==> src/rtl/free_list_pkg.sv <==
// Shared types and constants for the multi-lane free list.
// Widths in the package describe the default 64-entry build; instances derive their own widths from these helpers.
package free_list_pkg;

  localparam int MAX_ENTRIES     = 1024;
  localparam int DEF_ENTRY_COUNT = 64;
  localparam int DEF_CNT_W       = $clog2(DEF_ENTRY_COUNT) + 1;

  typedef logic [$clog2(DEF_ENTRY_COUNT)-1:0] idx_t;

  function automatic int count_width(input int entries);
    return $clog2(entries) + 1;
  endfunction

  // Low 'reserved' bits set: entries held by architectural mappings at reset and flush.
  function automatic logic [MAX_ENTRIES-1:0] reset_image(input int reserved);
    logic [MAX_ENTRIES-1:0] img;
    img = '0;
    for (int i = 0; i < MAX_ENTRIES; i++) begin
      if (i < reserved) img[i] = 1'b1;
    end
    return img;
  endfunction

endpackage

==> src/rtl/multi_port_free_list_if.sv <==
// Allocate/free/flush bundle between the rename stage (master) and the free list (slave).
// Grants are combinational; frees and flush take effect on the next clock edge.
interface multi_port_free_list_if
  import free_list_pkg::*;
#(
  parameter int ENTRY_COUNT = 64,
  parameter int ALLOC_WIDTH = 2,
  parameter int FREE_WIDTH  = 2
);
  localparam int IDX_W = $clog2(ENTRY_COUNT);
  localparam int CNT_W = count_width(ENTRY_COUNT);

  logic [ALLOC_WIDTH-1:0]       alloc_req;
  logic [ALLOC_WIDTH*IDX_W-1:0] alloc_index;
  logic [ALLOC_WIDTH-1:0]       alloc_valid;
  logic [FREE_WIDTH-1:0]        free_valid;
  logic [FREE_WIDTH*IDX_W-1:0]  free_index;
  logic                         flush;
  logic [ENTRY_COUNT-1:0]       busy_table;
  logic [CNT_W-1:0]             free_count;
  logic                         full;
  logic                         err_double_free;

  modport master (
    output alloc_req, free_valid, free_index, flush,
    input  alloc_index, alloc_valid, busy_table, free_count, full, err_double_free
  );

  modport slave (
    input  alloc_req, free_valid, free_index, flush,
    output alloc_index, alloc_valid, busy_table, free_count, full, err_double_free
  );

endinterface

==> src/rtl/priority_encoder.sv <==
// Finds the lowest-numbered zero (free) bit of free_table; combinational, zero latency.
// valid=0 and free_index=0 when every bit is set.
module priority_encoder #(
  parameter int ENTRY_COUNT = 64
) (
  input  logic [ENTRY_COUNT-1:0]         free_table,
  output logic [$clog2(ENTRY_COUNT)-1:0] free_index,
  output logic                           valid
);
  localparam int IDX_W = $clog2(ENTRY_COUNT);

  // Scan downward so the last hit is the lowest free index.
  always_comb begin
    free_index = '0;
    valid      = 1'b0;
    for (int i = ENTRY_COUNT - 1; i >= 0; i--) begin
      if (!free_table[i]) begin
        free_index = IDX_W'(i);
        valid      = 1'b1;
      end
    end
  end

endmodule

==> src/rtl/multi_port_free_list.sv <==
// Busy table with ALLOC_WIDTH zero-latency grants of the lowest free entries and FREE_WIDTH releases per cycle.
// Table, count and sticky double-free flag update on the edge; no grant when too few entries are free.
module multi_port_free_list
  import free_list_pkg::*;
#(
  parameter int ENTRY_COUNT = 64,
  parameter int ALLOC_WIDTH = 2,
  parameter int FREE_WIDTH  = 2,
  parameter int RESERVED    = 0
) (
  input logic                    clk,
  input logic                    rst,
  multi_port_free_list_if.slave  fl
);
  localparam int IDX_W = $clog2(ENTRY_COUNT);
  localparam int CNT_W = count_width(ENTRY_COUNT);
  localparam logic [MAX_ENTRIES-1:0] RST_WIDE = reset_image(RESERVED);
  localparam logic [ENTRY_COUNT-1:0] RST_IMG  = RST_WIDE[ENTRY_COUNT-1:0];
  localparam logic [CNT_W-1:0]       RST_CNT  = CNT_W'(ENTRY_COUNT - RESERVED);

  logic [ENTRY_COUNT-1:0] busy_q, busy_d;
  logic [CNT_W-1:0]       free_count_q, free_count_d;
  logic                   err_q, err_d;

  logic [ENTRY_COUNT-1:0] stage_mask [ALLOC_WIDTH+1];
  logic [IDX_W-1:0]       pe_index   [ALLOC_WIDTH];
  logic [ALLOC_WIDTH-1:0] pe_valid;
  logic [ALLOC_WIDTH-1:0] grant;
  logic [ENTRY_COUNT-1:0] granted_mask;
  logic [ENTRY_COUNT-1:0] freed_mask;
  logic                   dbl_free;

  // Each stage sees the table plus the grants already handed to lower lanes.
  assign stage_mask[0] = busy_q;

  for (genvar k = 0; k < ALLOC_WIDTH; k++) begin : g_lane
    priority_encoder #(.ENTRY_COUNT(ENTRY_COUNT)) u_pe (
      .free_table (stage_mask[k]),
      .free_index (pe_index[k]),
      .valid      (pe_valid[k])
    );
    assign grant[k]         = fl.alloc_req[k] & pe_valid[k];
    assign stage_mask[k+1]  = grant[k] ? (stage_mask[k] | (ENTRY_COUNT'(1) << pe_index[k]))
                                       : stage_mask[k];
    assign fl.alloc_index[k*IDX_W +: IDX_W] = grant[k] ? pe_index[k] : '0;
  end

  assign granted_mask = stage_mask[ALLOC_WIDTH] & ~busy_q;

  always_comb begin
    freed_mask   = '0;
    dbl_free     = 1'b0;
    for (int f = 0; f < FREE_WIDTH; f++) begin
      if (fl.free_valid[f]) begin
        freed_mask[fl.free_index[f*IDX_W +: IDX_W]] = 1'b1;
        if (!busy_q[fl.free_index[f*IDX_W +: IDX_W]]) dbl_free = 1'b1;
      end
    end

    // A same-cycle grant overrides a free of that entry.
    busy_d = (busy_q | granted_mask) & ~(freed_mask & ~granted_mask);
    err_d  = err_q | dbl_free;
    if (fl.flush) begin
      busy_d = RST_IMG;
      err_d  = err_q;
    end

    free_count_d = '0;
    for (int i = 0; i < ENTRY_COUNT; i++) begin
      if (!busy_d[i]) free_count_d = free_count_d + CNT_W'(1);
    end
  end

  always_ff @(posedge clk or posedge rst) begin
    if (rst) begin
      busy_q       <= RST_IMG;
      free_count_q <= RST_CNT;
      err_q        <= 1'b0;
    end else begin
      busy_q       <= busy_d;
      free_count_q <= free_count_d;
      err_q        <= err_d;
    end
  end

  assign fl.alloc_valid     = grant;
  assign fl.busy_table      = busy_q;
  assign fl.free_count      = free_count_q;
  assign fl.full            = (free_count_q == '0);
  assign fl.err_double_free = err_q;

endmodule

==> src/flat_wrapper.sv <==
// flat-port wrapper written by rule: the top's interface ports become plain ports
module multi_port_free_list_flat import free_list_pkg::*;
#(
  parameter int ENTRY_COUNT = 64,
  parameter int ALLOC_WIDTH = 2,
  parameter int FREE_WIDTH  = 2,
  parameter int RESERVED    = 0
)
  (clk, rst, fl_alloc_req, fl_free_valid, fl_free_index, fl_flush, fl_alloc_index, fl_alloc_valid, fl_busy_table, fl_free_count, fl_full, fl_err_double_free);
  multi_port_free_list_if #(.ENTRY_COUNT(ENTRY_COUNT), .ALLOC_WIDTH(ALLOC_WIDTH), .FREE_WIDTH(FREE_WIDTH)) fl_i ();
  input logic clk;
  input logic rst;
  input wire logic [$bits(fl_i.alloc_req)-1:0] fl_alloc_req;
  input wire logic [$bits(fl_i.free_valid)-1:0] fl_free_valid;
  input wire logic [$bits(fl_i.free_index)-1:0] fl_free_index;
  input wire logic [$bits(fl_i.flush)-1:0] fl_flush;
  output wire logic [$bits(fl_i.alloc_index)-1:0] fl_alloc_index;
  output wire logic [$bits(fl_i.alloc_valid)-1:0] fl_alloc_valid;
  output wire logic [$bits(fl_i.busy_table)-1:0] fl_busy_table;
  output wire logic [$bits(fl_i.free_count)-1:0] fl_free_count;
  output wire logic [$bits(fl_i.full)-1:0] fl_full;
  output wire logic [$bits(fl_i.err_double_free)-1:0] fl_err_double_free;
  assign fl_i.alloc_req = fl_alloc_req;
  assign fl_i.free_valid = fl_free_valid;
  assign fl_i.free_index = fl_free_index;
  assign fl_i.flush = fl_flush;
  assign fl_alloc_index = fl_i.alloc_index;
  assign fl_alloc_valid = fl_i.alloc_valid;
  assign fl_busy_table = fl_i.busy_table;
  assign fl_free_count = fl_i.free_count;
  assign fl_full = fl_i.full;
  assign fl_err_double_free = fl_i.err_double_free;
  multi_port_free_list #(.ENTRY_COUNT(ENTRY_COUNT), .ALLOC_WIDTH(ALLOC_WIDTH), .FREE_WIDTH(FREE_WIDTH), .RESERVED(RESERVED)) u_core (.clk(clk), .rst(rst), .fl(fl_i));
endmodule
==> config.mk <==
export PLATFORM = sky130hd
export DESIGN_NAME = multi_port_free_list_flat
export DESIGN_NICKNAME = d
export VERILOG_FILES = /design/src/rtl/free_list_pkg.sv /design/src/rtl/multi_port_free_list_if.sv /design/src/rtl/priority_encoder.sv /design/src/rtl/multi_port_free_list.sv /design/src/flat_wrapper.sv
export SDC_FILE = /design/constraint.sdc
export NUM_CORES = 1
export LEC_CHECK = 0
export ABC_AREA = 1
export ABC_CLOCK_PERIOD_IN_PS = 37900
export BUFFER_PORTS_ARGS = -buffer_cell sky130_fd_sc_hd__buf_2
export CAP_MARGIN = 40
export CORE_AREA = 2 2 214 216
export CTS_BUF_LIST = sky130_fd_sc_hd__clkbuf_4 sky130_fd_sc_hd__clkbuf_8
export CTS_CLUSTER_SIZE = 30
export DETAILED_ROUTE_END_ITERATION = 8
export DIE_AREA = 0 0 216 218
export HOLD_SLACK_MARGIN = 0.03
export PLACE_DENSITY = 0.76
export RECOVER_POWER = 100
export SYNTH_ARGS = -nofsm -noshare
export SYNTH_HDL_FRONTEND = slang
export SYNTH_HIERARCHICAL = 1
export SYNTH_SLANG_ARGS = --single-unit
==> constraint.sdc <==
create_clock -name clk -period 37.9 [get_ports clk]
set_input_delay 5.685 -clock clk [delete_from_list [all_inputs] [get_ports clk]]
set_output_delay 5.685 -clock clk [all_outputs]
set_load 0.01 [all_outputs]
==> impl_metrics.yaml <==
outcome:
  status: "finished with violations"
  failed_checks: "max-capacitance violations, max-slew violations"
cts:
  tritoncts: "done"
  cts.reportedPaths.clkPinSlew_ns: 0.08
  cts.root.buffer_cell: "clkbuf_8"
  cts.sink_count: 72
  cts_max_level: 3
  clk_latency_ns: 0.41
  ctsLongestPathBuffers: 2
  numCtsBuffers: 9
yosys:
  syn-instance-count: 3585
  synth_enable_flop_cells: 0
  synth_net_count: 3667
  synth_seq_area_share_pct: 9.03
  syn-mean-instance-area_um2: 5.57
  async_reset_ff_share_pct: 100
  synth.cell_area_um2: 20000
  synth.ff_latch_count: 72
  yosys_most_used_dff: "dfrtp_1"
  synth.lib_cells_used.distinct: 68
  ys_warn_count: 6
floorplan:
  area_of_the_die_um2: 47100
  num_rows: 78
  floorplan.die.height_um: 218
  chipWidth_um: 216
  fp.coreArea_um2: 44900
  initial_utilization_pct: 44.5
  io-pin-count: 106
finish:
  finalInstanceArea_um2: 23700
  layout.cells.most_common_list: "nand2_1, inv_1, nand3_1, nor2_1, nand2_2"
  fin_cells: 4428
  fillCellCount: 4670
  area_growth_syn_to_layout_pct: 18.5
  fin_util_pct: 52.7
  final_net_count: 3904
  final_layout_size_suffix_gt1_share_pct: 28.2
  layout.area.seq_um2: 1800
  multiInputGateArea_um2: 16200
  final_common_cell: "nand2_1"
critical_path:
  cp-end-kind: "flop"
  worstPathRequired_ns: 38.24
  crit_type: "input pin to flop"
  worst_path_largest_cell_delay_ns: 0.31
  critPathMaxFanout: 8
  worst-r2r-cell-count: 328
  critical_path.slowest_cell: "ha_1"
  critical_path.startpoint_type: "input pin"
  critPathArrivalTime_ns: 37.65
worst_hold_path:
  timing.hold.worst_path_depth: 1
  min-delay-path-class: "flop to flop"
route:
  routed_wl_um: 75700
  drt_first_pass_iters: 6
  final_antenna_net_count: 0
  remaining_drc_errors: 0
  detail_route.iter0.violations: 2343
  post_drt_wl_per_cell_um: 17.1
  detail_route.vias_per_cell: 5.35
  vias: 23700
place:
  routabilityCongestion: 1.02
  count_of_port_buffers_added_during_placement: 105
  hpwl_detailed_um: 59200
  dp.cells: 4353
  placement.cell_area_um2: 22000
timing:
  min_period_over_period_pct: 98.4
  worstMarginPinSlew_ns: 2.18
  timing_max_transition_violations_final: 75
  rsz0062_at_grt: "yes"
  setup_violations: 0
  clock_skew_ns: 0.0247
  report.final.hold_viol_count: 0
  period_needed_ns: 37.31
  fmax_mhz: 26.8
  max-slew-margin-rel_pct: -45.6
  setup_total_negative_slack_ns: 0
grt:
  initial_antenna_violation_count: 4
  grt_start_max_net_pins: 43
  via_count_of_the_first_global_routing_pass: 21358
  global_route.overflow_total: 0
  grt_pass1_wl_um: 113000
  track_usage_pct: 30.3
flow_run:
  cap_violations: 2
-- cell type report --
type	instances	area share [%]
diodes	1	0.0106
clock buffers	10	0.555
clock inverters	6	0.391
inverters	657	10.8
multi-input cells	2755	68.3
flip-flops and latches	72	7.62
well taps	600	3.17
repair buffers	327	9.16
-- cell usage after synthesis, drive strengths merged (29+ instances only) --
| library cell | count | share of area [%] |
|---|---|---|
| nand2 | 1285 | 29 |
| inv | 649 | 12 |
| nand3 | 557 | 19 |
| nor2 | 388 | 8.5 |
| a21oi | 117 | 3.1 |
| o21ai | 92 | 2.4 |
| buf | 83 | 3.2 |
| dfrtp | 71 | 8.9 |
| ha | 63 | 3.9 |
| nor3 | 45 | 1.5 |
| a31oi | 33 | 1.1 |
| nand4 | 33 | 1.1 |
| o22ai | 29 | 0.91 |
-- logic make-up after synthesis --
logic type               synth area share, %
AND/OR/NAND/NOR                         60.5
adder cells (fa/ha/maj)                 3.95
AO/OA/AOI/OAI                           9.94
flip-flops                              9.03
XOR/XNOR                               0.175
buffers and inverters                   16.4
-- worst max-delay path: cells and delay by family --
family                   cells  cell delay, ns
adder cells (fa/ha/maj)     61           14.58
AO/OA/AOI/OAI               14            1.63
AND/OR/NAND/NOR            171           13.80
buffers and inverters       26            1.88
-- registers in the layout, summed over array words and instances (netlist names) --
name and count:
u_core/fl.busy_table 64, u_core/fl.free_count 7, u_core/fl.err_double_free 1
-- what timing repair did --
item | 4_1_cts | 5_1_grt
gates resized for setup | 9 | 187
setup buffers | 24 | 36
endpoints found under the hold margin | 0 | 0
setup endpoints to repair | 6 | 6
hold buffers | 0 | 0
pin swaps | 23 | 143
-- path summary, 6_finish.rpt --
| path | slack [ns] | startpoint | end |
|---|---|---|---|
| max in group asynchronous | 28.92 | rst | u_core/fl.busy_table[63]$_DFF_PP0_ |
| min in group asynchronous | 6.07 | rst | u_core/fl.busy_table[6]$_DFF_PP0_ |
| worst max register to register | 1.36 | u_core/fl.busy_table[63]$_DFF_PP0_ | u_core/fl.free_count[6]$_DFF_PP1_ |
| worst max-delay path | 0.59 | fl_alloc_req[0] | u_core/fl.free_count[6]$_DFF_PP1_ |
| worst min register to register | 0.54 | u_core/fl.err_double_free$_DFFE_PP0N_ | u_core/fl.err_double_free$_DFFE_PP0N_ |
| worst min-delay path | 0.54 | u_core/fl.err_double_free$_DFFE_PP0N_ | u_core/fl.err_double_free$_DFFE_PP0N_ |
-- metal layers --
metal | track usage (%) | vias to the layer above | share of wire [%]
met5 | 0 | - | 0.055
met4 | 13.5 | 8 | 5.2
met3 | 6.19 | 216 | 9.3
met2 | 48.8 | 967 | 43
met1 | 39.2 | 10697 | 42
li1 | - | 11812 | -
-- metrics by stage --
| stage | setup WS (ns) | hold slack (ns) |
|---|---|---|
| after global routing | -1.11 | 0.546 |
| after CTS | -0.665 | 0.539 |
| after global placement | -0.437 | 0.504 |
| after floorplan | 0.00327 | 0.493 |
| final | 0.588 | 0.543 |
| after detailed placement | -1.22 | 0.509 |
Power is not shown: default switching activity piles up to over one toggle a cycle in this logic, so the estimate is an artifact.
